<file path="src/rtl/voice_allocator_pkg.sv">
`default_nettype none
// +----------------------------------------------------------------------------+
// | Package   : voice_allocator_pkg                                            |
// | Purpose   : Shared sizing constants and FSM state encoding for the         |
// |             polyphonic voice allocator and its age/key table.              |
// | Contents  : VOICES, V_WIDTH, AGE_W, KEY_W, alloc_state_t                   |
// | Revision  : 1.0  initial release                                           |
// +----------------------------------------------------------------------------+
package voice_allocator_pkg;

  localparam int VOICES  = 8;   // number of synth voices
  localparam int V_WIDTH = 3;   // log2(VOICES), voice index width
  localparam int AGE_W   = 8;   // saturating per-voice age counter width
  localparam int KEY_W   = 8;   // MIDI key / velocity byte width

  typedef enum logic [1:0] {
    ST_IDLE  = 2'd0,
    ST_SCAN  = 2'd1,
    ST_ISSUE = 2'd2,
    ST_HOLD  = 2'd3
  } alloc_state_t;

endpackage
`default_nettype wire

</file>
<file path="src/rtl/voice_age_table.sv">
`default_nettype none
// +----------------------------------------------------------------------------+
// | Module    : voice_age_table                                                |
// | Purpose   : Per-voice key table and saturating age counters.               |
// |             One combinational indexed read port used while scanning, one   |
// |             assign port: the target voice takes the new key with age 0     |
// |             while every other voice ages by one (saturating).              |
// | Ports     : clk, rst_n        clock / async active-low reset               |
// |             rd_idx            voice to read                                |
// |             rd_key, rd_age    key and age of voice rd_idx                  |
// |             wr_en             assign strobe (one per note-on)              |
// |             wr_idx, wr_key    voice being assigned and its new key         |
// | Revision  : 1.0  initial release                                           |
// +----------------------------------------------------------------------------+
module voice_age_table
  import voice_allocator_pkg::*;
(
  input  logic               clk,
  input  logic               rst_n,
  input  logic [V_WIDTH-1:0] rd_idx,
  output logic [KEY_W-1:0]   rd_key,
  output logic [AGE_W-1:0]   rd_age,
  input  logic               wr_en,
  input  logic [V_WIDTH-1:0] wr_idx,
  input  logic [KEY_W-1:0]   wr_key
);

  localparam logic [AGE_W-1:0] AGE_MAX = '1;

  logic [KEY_W-1:0] r_key_tab [VOICES];
  logic [AGE_W-1:0] r_age     [VOICES];

  assign rd_key = r_key_tab[rd_idx];
  assign rd_age = r_age[rd_idx];

  always_ff @(posedge clk or negedge rst_n) begin
    if (!rst_n) begin
      for (int i = 0; i < VOICES; i++) begin
        r_key_tab[i] <= '0;
        r_age[i]     <= '0;
      end
    end else if (wr_en) begin
      for (int i = 0; i < VOICES; i++) begin
        if (wr_idx == V_WIDTH'(i)) begin
          r_key_tab[i] <= wr_key;
          r_age[i]     <= '0;
        end else if (r_age[i] != AGE_MAX) begin
          r_age[i] <= r_age[i] + 1'b1;
        end
      end
    end
  end

endmodule
`default_nettype wire

</file>
<file path="src/rtl/voice_allocator.sv">
`default_nettype none
// +----------------------------------------------------------------------------+
// | Module    : voice_allocator                                                |
// | Purpose   : Polyphonic voice scheduler between the MIDI decoder and the    |
// |             synth engine. Note-on goes to: retriggered voice, else a free  |
// |             voice, else the oldest released voice, else the oldest held    |
// |             voice (steal). Results are held until the engine frame latch.  |
// | Ports     : OSC_CLK, iRST_N          clock / async active-low reset        |
// |             evt_valid/evt_ready      note event handshake                  |
// |             evt_on, evt_key, evt_vel note event payload                    |
// |             all_off                  panic, releases every voice in IDLE   |
// |             voice_free               envelope idle flag per voice          |
// |             n_xxxx_zero              async frame strobe, active low        |
// |             keys_on                  held-key level per voice              |
// |             note_on                  new-note strobe held until latch      |
// |             cur_key_adr/val          target voice / key of last event      |
// |             cur_vel_on/off           note-on / note-off velocity           |
// |             steal, drop              1-cycle status pulses                 |
// | Revision  : 1.0  initial release                                           |
// +----------------------------------------------------------------------------+
module voice_allocator
  import voice_allocator_pkg::*;
(
  input  logic               OSC_CLK,
  input  logic               iRST_N,
  input  logic               evt_valid,
  output logic               evt_ready,
  input  logic               evt_on,
  input  logic [KEY_W-1:0]   evt_key,
  input  logic [KEY_W-1:0]   evt_vel,
  input  logic               all_off,
  input  logic [VOICES-1:0]  voice_free,
  input  logic               n_xxxx_zero,
  output logic [VOICES-1:0]  keys_on,
  output logic               note_on,
  output logic [V_WIDTH-1:0] cur_key_adr,
  output logic [KEY_W-1:0]   cur_key_val,
  output logic [KEY_W-1:0]   cur_vel_on,
  output logic [KEY_W-1:0]   cur_vel_off,
  output logic               steal,
  output logic               drop
);

  alloc_state_t r_state, w_next_state;

  // latched event
  logic [KEY_W-1:0]   r_key, r_vel;
  logic               r_is_on;

  // scan bookkeeping
  logic [V_WIDTH-1:0] r_idx;
  logic               r_match_hit, r_free_hit, r_rel_hit, r_held_hit;
  logic [V_WIDTH-1:0] r_match_idx, r_free_idx, r_rel_idx, r_held_idx;
  logic [AGE_W-1:0]   r_rel_age, r_held_age;

  // frame strobe synchroniser plus one delay stage for edge detection
  logic               r_sync1, r_sync2, r_sync3;

  logic [KEY_W-1:0]   w_rd_key;
  logic [AGE_W-1:0]   w_rd_age;
  logic               w_accept, w_last, w_cur_held, w_cur_free, w_frame_fall;
  logic               w_do_assign, w_do_release, w_do_steal, w_do_drop;
  logic [V_WIDTH-1:0] w_target;

  assign w_accept     = evt_valid && evt_ready;
  assign w_last       = (r_idx == V_WIDTH'(VOICES - 1));
  assign w_cur_held   = keys_on[r_idx];
  assign w_cur_free   = voice_free[r_idx] && !keys_on[r_idx];
  assign w_frame_fall = r_sync3 && !r_sync2;

  voice_age_table u_age_table (
    .clk    (OSC_CLK),
    .rst_n  (iRST_N),
    .rd_idx (r_idx),
    .rd_key (w_rd_key),
    .rd_age (w_rd_age),
    .wr_en  (w_do_assign),
    .wr_idx (w_target),
    .wr_key (r_key)
  );

  // ---------------------------------------------------------------- FSM
  always_ff @(posedge OSC_CLK or negedge iRST_N) begin
    if (!iRST_N) r_state <= ST_IDLE;
    else         r_state <= w_next_state;
  end

  always_comb begin
    w_next_state = r_state;
    evt_ready    = 1'b0;
    w_target     = r_held_idx;
    w_do_assign  = 1'b0;
    w_do_release = 1'b0;
    w_do_steal   = 1'b0;
    w_do_drop    = 1'b0;
    case (r_state)
      ST_IDLE: begin
        evt_ready = !all_off;
        if (evt_valid && !all_off) w_next_state = ST_SCAN;
      end
      ST_SCAN: begin
        if (w_last) w_next_state = ST_ISSUE;
      end
      ST_ISSUE: begin
        if (r_is_on) begin
          w_do_assign  = 1'b1;
          w_next_state = ST_HOLD;
          if (r_match_hit)     w_target = r_match_idx;
          else if (r_free_hit) w_target = r_free_idx;
          else if (r_rel_hit)  w_target = r_rel_idx;
          else begin
            // every voice is held: take the longest-held one
            w_target   = r_held_idx;
            w_do_steal = 1'b1;
          end
        end else begin
          w_next_state = ST_IDLE;
          if (r_match_hit) begin
            w_target     = r_match_idx;
            w_do_release = 1'b1;
          end else begin
            w_do_drop = 1'b1;
          end
        end
      end
      ST_HOLD: begin
        if (w_frame_fall) w_next_state = ST_IDLE;
      end
      default: w_next_state = ST_IDLE;
    endcase
  end

  // ------------------------------------------------- event latch and scan
  always_ff @(posedge OSC_CLK or negedge iRST_N) begin
    if (!iRST_N) begin
      r_key       <= '0;
      r_vel       <= '0;
      r_is_on     <= 1'b0;
      r_idx       <= '0;
      r_match_hit <= 1'b0;
      r_free_hit  <= 1'b0;
      r_rel_hit   <= 1'b0;
      r_held_hit  <= 1'b0;
      r_match_idx <= '0;
      r_free_idx  <= '0;
      r_rel_idx   <= '0;
      r_held_idx  <= '0;
      r_rel_age   <= '0;
      r_held_age  <= '0;
    end else begin
      case (r_state)
        ST_IDLE: begin
          if (w_accept) begin
            r_key       <= evt_key;
            r_vel       <= evt_vel;
            // a zero-velocity note-on is a note-off
            r_is_on     <= evt_on && (evt_vel != '0);
            r_idx       <= '0;
            r_match_hit <= 1'b0;
            r_free_hit  <= 1'b0;
            r_rel_hit   <= 1'b0;
            r_held_hit  <= 1'b0;
          end
        end
        ST_SCAN: begin
          r_idx <= r_idx + 1'b1;
          if (w_cur_held && (w_rd_key == r_key) && !r_match_hit) begin
            r_match_hit <= 1'b1;
            r_match_idx <= r_idx;
          end
          if (w_cur_free && !r_free_hit) begin
            r_free_hit <= 1'b1;
            r_free_idx <= r_idx;
          end
          // strict compare while scanning upward keeps ties on the lower index
          if (!w_cur_held && (!r_rel_hit || (w_rd_age > r_rel_age))) begin
            r_rel_hit <= 1'b1;
            r_rel_idx <= r_idx;
            r_rel_age <= w_rd_age;
          end
          if (w_cur_held && (!r_held_hit || (w_rd_age > r_held_age))) begin
            r_held_hit <= 1'b1;
            r_held_idx <= r_idx;
            r_held_age <= w_rd_age;
          end
        end
        default: ;
      endcase
    end
  end

  // ------------------------------------------------- frame synchroniser
  always_ff @(posedge OSC_CLK or negedge iRST_N) begin
    if (!iRST_N) begin
      // strobe idles high; resetting high avoids a false fall after reset
      r_sync1 <= 1'b1;
      r_sync2 <= 1'b1;
      r_sync3 <= 1'b1;
    end else begin
      r_sync1 <= n_xxxx_zero;
      r_sync2 <= r_sync1;
      r_sync3 <= r_sync2;
    end
  end

  // ---------------------------------------------------- output registers
  always_ff @(posedge OSC_CLK or negedge iRST_N) begin
    if (!iRST_N) begin
      keys_on     <= '0;
      note_on     <= 1'b0;
      cur_key_adr <= '0;
      cur_key_val <= '0;
      cur_vel_on  <= '0;
      cur_vel_off <= '0;
      steal       <= 1'b0;
      drop        <= 1'b0;
    end else begin
      steal <= w_do_steal;
      drop  <= w_do_drop;
      if ((r_state == ST_IDLE) && all_off) keys_on <= '0;
      if (w_do_assign) begin
        keys_on[w_target] <= 1'b1;
        cur_key_adr       <= w_target;
        cur_key_val       <= r_key;
        cur_vel_on        <= r_vel;
        note_on           <= 1'b1;
      end
      if (w_do_release) begin
        keys_on[w_target] <= 1'b0;
        cur_key_adr       <= w_target;
        cur_key_val       <= r_key;
        cur_vel_off       <= r_vel;
      end
      // only a fall seen while holding releases the strobe, so an edge
      // arriving during scan/issue never cuts note_on short
      if ((r_state == ST_HOLD) && w_frame_fall) note_on <= 1'b0;
    end
  end

endmodule
`default_nettype wire

</file>
<file path="config.mk">
export PLATFORM = sky130hd
export DESIGN_NAME = voice_allocator
export DESIGN_NICKNAME = d
export VERILOG_FILES = /design/src/rtl/voice_allocator_pkg.sv /design/src/rtl/voice_age_table.sv /design/src/rtl/voice_allocator.sv
export SDC_FILE = /design/constraint.sdc
export NUM_CORES = 1
export LEC_CHECK = 0
export BUFFER_PORTS_ARGS = -buffer_cell sky130_fd_sc_hd__buf_2
export CAP_MARGIN = 20
export CORE_ASPECT_RATIO = 1.2
export CORE_MARGIN = 2
export CORE_UTILIZATION = 28
export CTS_BUF_LIST = sky130_fd_sc_hd__clkbuf_4 sky130_fd_sc_hd__clkbuf_8
export DETAILED_ROUTE_END_ITERATION = 7
export GPL_TIMING_DRIVEN = 0
export SYNTH_ARGS = -nofsm -noshare
export SYNTH_HDL_FRONTEND = slang
export SYNTH_SLANG_ARGS = --single-unit
</file>
<file path="constraint.sdc">
create_clock -name OSC_CLK -period 5.05 [get_ports OSC_CLK]
set_input_delay 0.505 -clock OSC_CLK [delete_from_list [all_inputs] [get_ports OSC_CLK]]
set_output_delay 0.505 -clock OSC_CLK [all_outputs]
set_load 0.05 [all_outputs]
</file>
==> qor.csv, run 1 <==
stage;metric;value;unit
outcome;run_status;finished, final reports clean;
final_layout;area_growth;16.6;%
critical_path;cp.arrival;5.04;ns
timing;setup_total_negative_slack;0;ns
synth;yosys_warnings;0;
critical_path;path_cells;buf_6 -> buf_6 -> clkbuf_1 -> mux4_2 -> mux2_2 -> ha_1 -> nor2b_1 -> o21a_1 -> o21ai_0 -> a21oi_1 -> o22ai_1 -> a211o_1 -> clkbuf_1 -> mux2_2;
power_and_ir_drop;seq_power_share;36.4;%
min_path;hold_path.class;in -> async;
critical_path;cp_slowest_cell;clkbuf_1;
power_and_ir_drop;leakagePower;6.00;nW
timing;finalHoldViolations;0;
cts;clk-insertion-delay-late;0.54;ns
routing;drc_errors;0;
synth;synth_cells;997;
timing;finalSetupViolCount;0;
critical_path;critical_path_s_top_delay_family;buffers and inverters;
grt;number_of_global_route_vias_before_repair;8208;
synth;seq_area_frac_synth;49.9;%
grt;grt_start_max_net_pins;116;
power_and_ir_drop;cell_internal_pwr;0.00435;W
power_and_ir_drop;switching_power_of_the_nets;0.00275;W
cts;tritoncts;yes;
cts;number_of_setup_buffers_added_after_cts;0;
synth;ys_seq_elements;223;
final_layout;design.final.nets;1163;
final_layout;antenna_cells;0;
critical_path;critical_path_class;reg -> reg;
critical_path;crit-reg2reg-capture;r_held_age[7];
critical_path;worstSetupEndpointType;flop;
cts;htree_num_levels;2;
synth;yosys.area.top_type;dfrtp_1;
routing;drt-total-wl;30000;um
cts;cts_root_buffer;clkbuf_8;
die;ios;69;
power_and_ir_drop;combPwrFrac;39.0;%
synth;mappedNetlistNets;1053;
timing;period_share;91.8;%
synth;syn_area_per_cell;11.2;um^2
job;max-cap-violations;0;
die;core;0.0396;mm^2
grt;grt_antenna_before_repair;0;
synth;synth_enable_flop_cells;0;
timing;worst_pin_slew;1.08;ns
timing;timing.clock.skew;0.0220;ns
cts;clk_pin_slew;0.07;ns
die;overall_die_height;223;um
routing;num_vias;8039;
cts;clock_tree.buffer_depth;3;
cts;clock_buffers_created_by_tritoncts;39;
synth;ys_types;59;
die;floorplan.rows;80;
synth;synth_area;0.0112;mm^2
timing;max_freq;216;MHz
routing;drt_first_pass_iters;6;
die;initial_core_util;28.2;%
die;die_area;0.0416;mm^2
critical_path;start_kind;flop;
final_layout;most_common_cell_after_layout_fill_and_taps_aside;dfrtp_1;
power_and_ir_drop;p_clk_share;24.6;%
critical_path;slowest_delay;0.56;ns
place;detailed_place_hpwl;21200;um
final_layout;most_frequent_cells_in_the_layout;dfrtp_1 (220), nand2_1 (178), mux2_2 (96), buf_2 (81), nor2_1 (58);
timing;timing_max_transition_violations_final;0;
place;dp_cells;1599;
power_and_ir_drop;p_per_area;544;mW/mm^2
routing;final_antenna_net_count;0;
place;postPlaceCellArea;0.0122;mm^2
final_layout;final_cells;1664;
cts;numClockSinks;223;
grt;overall_global_routing_usage;14.6;%
critical_path;worst_r2r_startpoint;r_idx[1];
synth;synth-async-reset-ratio;100;%
die;die_width;186;um
routing;vias_per_cell;4.83;
final_layout;final_area;0.0130;mm^2
power_and_ir_drop;power.share.switching;38.7;%
critical_path;worstPathRequired;5.46;ns
critical_path;r2r_setup_slack;0.41;ns
final_layout;final_layout_size_suffix_gt1_share;27.1;%
place;port_buffers;68;
place;gp_routability_congestion;0.840;
routing;detail_route.iter0.violations;444;
power_and_ir_drop;vdd.ir_drop.worst;0.307;mV
synth;netlist.area_leader.share;49.2;%
final_layout;largestRegisters;u_age_table.r_age x64, u_age_table.r_key_tab x64;
cts;cts-hold-fix-buffers;0;
critical_path;reg2regPathDepth;14;
synth;synth-main-ff-cell;dfrtp_1;
grt;globalRoute.totalOverflow;0;
cts;post_cts.resized_instances;0;
timing;period_needed;4.64;ns
timing;max_slew_margin;28.3;%
timing;grt_setup_unrepaired;false;
synth;netlist_top_cells_area;dfrtp_1 (49%), mux2_2 (9.7%), nand2_1 (6.0%), mux4_2 (5.4%), ha_1 (2.9%);
grt;grt_first_pass_wirelength;47500;um
critical_path;cp_max_fo;10;
routing;detail_route.wl_per_cell;18.0;um
critical_path;worstPathBufferInverterCount;4;
## routing by layer
layer | vias to the layer above | global-route usage, % | wire length [um]
met5 | - | 0 | 0
met4 | 0 | 5.43 | 840
met3 | 53 | 2.16 | 1240
met2 | 192 | 25.4 | 15100
met1 | 4060 | 18.3 | 12800
li1 | 3734 | - | -
## worst max path at each step
stage | end | slack, ns | start | cells past startpoint
3_5_place_dp | r_held_age[6] | 0.40 | r_idx[1] | 14
2_1_floorplan | r_held_age[2] | 1.40 | r_idx[0] | 14
6_report | r_held_age[7] | 0.41 | r_idx[1] | 14
4_1_cts | r_held_age[6] | 0.36 | r_idx[1] | 14
3_3_place_gp | u_age_table.r_key_tab[43] | -0.53 | iRST_N | 1
5_1_grt | r_held_age[6] | 0.16 | r_idx[1] | 14
## through the flow
stage	setup slack [ns]	hold slack, ns	util, %	power [W]
global route	0.163	0.0707	32.9	0.00754
CTS	0.358	0.0680	32.9	0.00717
global placement	-0.532	0.350	30.8	0.00534
detailed placement	0.403	0.353	30.9	0.00540
finish	0.414	0.0890	32.9	0.00710
floorplan	1.40	0.209	-	0.00462
## cell type report
class,instances,area [um^2]
fill,4105,26600
sequential,223,5580
multi-input combinational,692,5170
clock buffer,60,757
tap,533,667
timing repair buffer,69,378
buffer,50,310
inverter,32,120
clock inverter,5,56.3
## cells by family (layout without fill, tap and decap cells)
kind of cell | Yosys count | in the layout | share of synthesized area [%]
simple gates | 358 | 358 | 15.5
flops | 223 | 223 | 49.9
mux | 157 | 157 | 19.0
compound gates | 113 | 113 | 5.86
buf+inv | 82 | 216 | 3.85
xor+xnor | 38 | 38 | 2.97
fa+ha+maj | 26 | 26 | 2.91
## worst register-to-register path: stages, from the launching register on
cell	delay, ns
dfrtp_1	0.48
buf_6	0.23
buf_6	0.23
clkbuf_1	0.52
mux4_2	0.42
mux2_2	0.32
ha_1	0.29
nor2b_1	0.13
o21a_1	0.16
o21ai_0	0.13
a21oi_1	0.08
o22ai_1	0.27
a211o_1	0.26
clkbuf_1	0.56
mux2_2	0.41
## cell usage after synthesis (3+ instances only)
library cell / count
and2_1: 3
and3_1: 5
clkbuf_8: 3
nor2_1: 58
mux4_1: 5
nand3b_1: 7
nand4_1: 25
o22ai_1: 6
or3_1: 13
xnor2_1: 9
inv_1: 32
buf_6: 8
clkbuf_1: 21
nor2b_1: 5
mux2_2: 96
mux4_2: 27
mux2_4: 3
nand2_1: 178
a21oi_1: 43
dfrtp_1: 220
nand3_1: 22
nor3_1: 14
nor4_4: 5
a31oi_1: 8
nor4_2: 3
xor2_1: 29
o21a_1: 4
buf_2: 14
nand2b_1: 8
mux2i_1: 25
nor4_1: 3
o21ai_0: 34
ha_1: 26
dfstp_2: 3
## power groups by stage
stage	Sequential (W)	Clock, W	Combinational [W]
6_report	0.00259	0.00174	0.00277
2_1_floorplan	0.00286	0	0.00176
5_1_grt	0.00265	0.00187	0.00302
3_3_place_gp	0.00260	0	0.00274
4_1_cts	0.00258	0.00179	0.00280
3_5_place_dp	0.00261	0	0.00280
Note: power is estimated with default switching activity, not from simulation.
==> run 2, diff against run 1 <==
CTS_BUF_LIST = default   (was sky130_fd_sc_hd__clkbuf_4 sky130_fd_sc_hd__clkbuf_8)
GPL_TIMING_DRIVEN = default   (was 0)
==> run 2 against run 1 <==
Effect of this change: critical path depth down 4; core utilization decreased by 0.62 points; sequential cell count stayed put; worst setup slack better by 1.0 ns; largest cell class unchanged.
==> qor.csv, run 2 (synthesized netlist as in run 1, its figures left out) <==
stage;metric;value;unit;change
final_layout;final.fill_count;4032;;-1.8%
power_and_ir_drop;vdd.ir_drop.worst;0.504;mV;+64%
timing;period_needed;3.61;ns;-1.03 ns
place;port_buffers;68;;unchanged
critical_path;slowest_delay;0.73;ns;+0.17 ns
routing;vias_per_cell;4.94;;+2.2%
cts;post_cts.resized_instances;0;;unchanged
power_and_ir_drop;seq_power_share;40.4;%;+4.0 points
place;postPlaceCellArea;0.0120;mm^2;-1.6%
final_layout;area_growth;14.4;%;
power_and_ir_drop;p_per_area;539;mW/mm^2;-0.95%
die;ios;69;;unchanged
timing;finalHoldViolations;0;;unchanged
final_layout;final_cells;1605;;-3.5%
cts;cts_root_buffer;clkbuf_16;;
cts;cts-hold-fix-buffers;0;;unchanged
place;detailed_place_hpwl;19100;um;-9.9%
critical_path;crit-reg2reg-capture;r_held_age[0];;
final_layout;final_area;0.0128;mm^2;-1.9%
power_and_ir_drop;power.share.switching;38.6;%;-0.097 points
critical_path;start_kind;flop;;
critical_path;critical-path-top-cell-by-count;mux2_2;;
final_layout;layout.core_utilization;32.3;%;-0.62 points
timing;timing.clock.skew;0.0240;ns;+0.00197 ns
routing;final_antenna_net_count;0;;unchanged
timing;worst_pin_slew;1.10;ns;+0.0229 ns
routing;detail_route.iter0.violations;583;;+31%
cts;clk_pin_slew;0.07;ns;about the same
cts;clock_tree.buffer_depth;3;;unchanged
critical_path;r2r_setup_slack;1.44;ns;+1.03 ns
critical_path;reg2regPathDepth;10;;-4
critical_path;cp_max_fo;19;;+9
final_layout;largestRegisters;u_age_table.r_age x64, u_age_table.r_key_tab x64;;
cts;numClockSinks;223;;unchanged
timing;grt_setup_unrepaired;false;;
cts;htree_num_levels;1;;-1
die;floorplan.rows;80;;unchanged
critical_path;cp_slowest_cell;dfrtp_2;;
critical_path;worst_r2r_startpoint;r_idx[0];;
final_layout;seq_area;0.00559;mm^2;about the same
critical_path;worstPathBufferInverterCount;0;;-4
critical_path;worstSetupEndpointType;flop;;
cts;number_of_setup_buffers_added_after_cts;0;;unchanged
die;overall_die_height;223;um;unchanged
critical_path;critical_path_class;reg -> reg;;
die;initial_core_util;28.2;%;unchanged
critical_path;worst_setup_path_endpoint;r_held_age[0];;
power_and_ir_drop;p_clk_share;25.0;%;+0.4 points
cts;tritoncts;yes;;
critical_path;worstPathRequired;5.46;ns;about the same
grt;number_of_global_route_vias_before_repair;7860;;-4.2%
routing;drt_first_pass_iters;5;;-1
grt;overall_global_routing_usage;13.4;%;-1.1 points
grt;globalRoute.totalOverflow;0;;unchanged
cts;clk-insertion-delay-late;0.54;ns;about the same
timing;timing_max_transition_violations_final;0;;unchanged
power_and_ir_drop;combPwrFrac;34.6;%;-4.4 points
critical_path;worstSetupPathDepth;10;;-4
final_layout;design.final.nets;1113;;-4.3%
cts;clock_buffers_created_by_tritoncts;23;;-41%
timing;period_share;71.4;%;-20 points
place;gp_routability_congestion;0.878;;+4.6%
timing;max_slew_margin;26.7;%;-1.6 points
place;dp_cells;1564;;-2.2%
critical_path;path_cells;mux4_2 -> mux2_2 -> ha_1 -> nor2b_1 -> o21a_1 -> o21ai_0 -> a21oi_1 -> o22ai_1 -> a211o_1 -> mux2_2;;
grt;grt_first_pass_wirelength;44300;um;-6.8%
die;die_width;186;um;unchanged
routing;drt-total-wl;28000;um;-6.5%
critical_path;cp.arrival;4.01;ns;-1.03 ns
outcome;run_status;finished, final reports clean;;
power_and_ir_drop;cell_internal_pwr;0.00424;W;-2.7%
timing;max_freq;277;MHz;+29%
final_layout;most_common_cell_after_layout_fill_and_taps_aside;dfrtp_1;;
die;die_area;0.0416;mm^2;unchanged
grt;grt_start_max_net_pins;126;;+8.6%
power_and_ir_drop;leakagePower;5.86;nW;-2.4%
power_and_ir_drop;switching_power_of_the_nets;0.00267;W;-3.1%
final_layout;antenna_cells;0;;unchanged
timing;setup_total_negative_slack;0;ns;unchanged
min_path;hold_path.class;in -> async;;
routing;detail_route.wl_per_cell;17.5;um;-3.0%
final_layout;final_layout_size_suffix_gt1_share;25.3;%;-1.9 points
grt;grt_antenna_before_repair;0;;unchanged
die;core;0.0396;mm^2;unchanged
timing;finalSetupViolCount;0;;unchanged
final_layout;most_frequent_cells_in_the_layout;dfrtp_1 (218), nand2_1 (178), mux2_2 (96), buf_2 (67), nor2_1 (57);;
final_layout;multi_input_area;0.00518;mm^2;+0.17%
routing;num_vias;7926;;-1.4%
critical_path;worst_setup_path_startpoint;r_idx[0];;
routing;drc_errors;0;;unchanged
job;max-cap-violations;0;;unchanged
critical_path;critical_path_s_top_delay_family;multiplexers;;
run 2: power groups by stage:
| stage | sequential, W | combinational [W] | clock, W |
|---|---|---|---|
| after floorplan | 0.00286 | 0.00176 | 0 |
| after global placement | 0.00280 | 0.00236 | 0 |
| after detailed placement | 0.00281 | 0.00240 | 0 |
| after CTS | 0.00278 | 0.00241 | 0.00177 |
| after global routing | 0.00286 | 0.00260 | 0.00183 |
| final | 0.00279 | 0.00239 | 0.00172 |
run 2: area by class of cell:
type                       instances  share of cell area (%)
clock buffer                      31                    5.04
clock inverter                     9                   0.831
inverter                          32                   0.938
multi-input combinational        692                    40.5
sequential                       223                    43.6
tap                              533                    5.21
timing repair buffer              85                    3.83
run 2: worst reg2reg max path: stages, from the launching register on:
cell and delay (ns):
dfrtp_2 0.73, mux4_2 0.59, mux2_2 0.32, ha_1 0.30, nor2b_1 0.14, o21a_1 0.16
o21ai_0 0.16, a21oi_1 0.09, o22ai_1 0.17, a211o_1 0.44, mux2_2 0.39
run 2: per-layer routing:
layer / part of all wire, % / global-route usage (%) / wire (um)
met5: 0 / 0 / 0
met4: 3.8 / 6.45 / 1070
met3: 5.3 / 2.00 / 1490
met2: 48 / 22.0 / 13500
met1: 43 / 17.5 / 12000
run 2: through the flow:
stage	total power (W)	setup WS [ns]	hold slack [ns]
4_1_cts	0.00696	1.40	0.0498
6_report	0.00690	1.44	0.00384
2_1_floorplan	0.00462	1.40	0.209
5_1_grt	0.00730	1.21	0.0558
3_3_place_gp	0.00516	1.44	0.350
3_5_place_dp	0.00521	1.43	0.348
run 2: how the worst min path moves through the flow:
stage / startpoint / endpoint / slack [ns] / cells after the start
CTS: iRST_N / steal / 0.05 / 1
floorplan: iRST_N / cur_key_adr[0] / 0.21 / 0
detailed placement: r_sync1 / r_sync2 / 0.35 / 0
global route: n_xxxx_zero / r_sync1 / 0.06 / 1
global placement: r_sync1 / r_sync2 / 0.35 / 0
finish: iRST_N / steal / 0.004 / 1
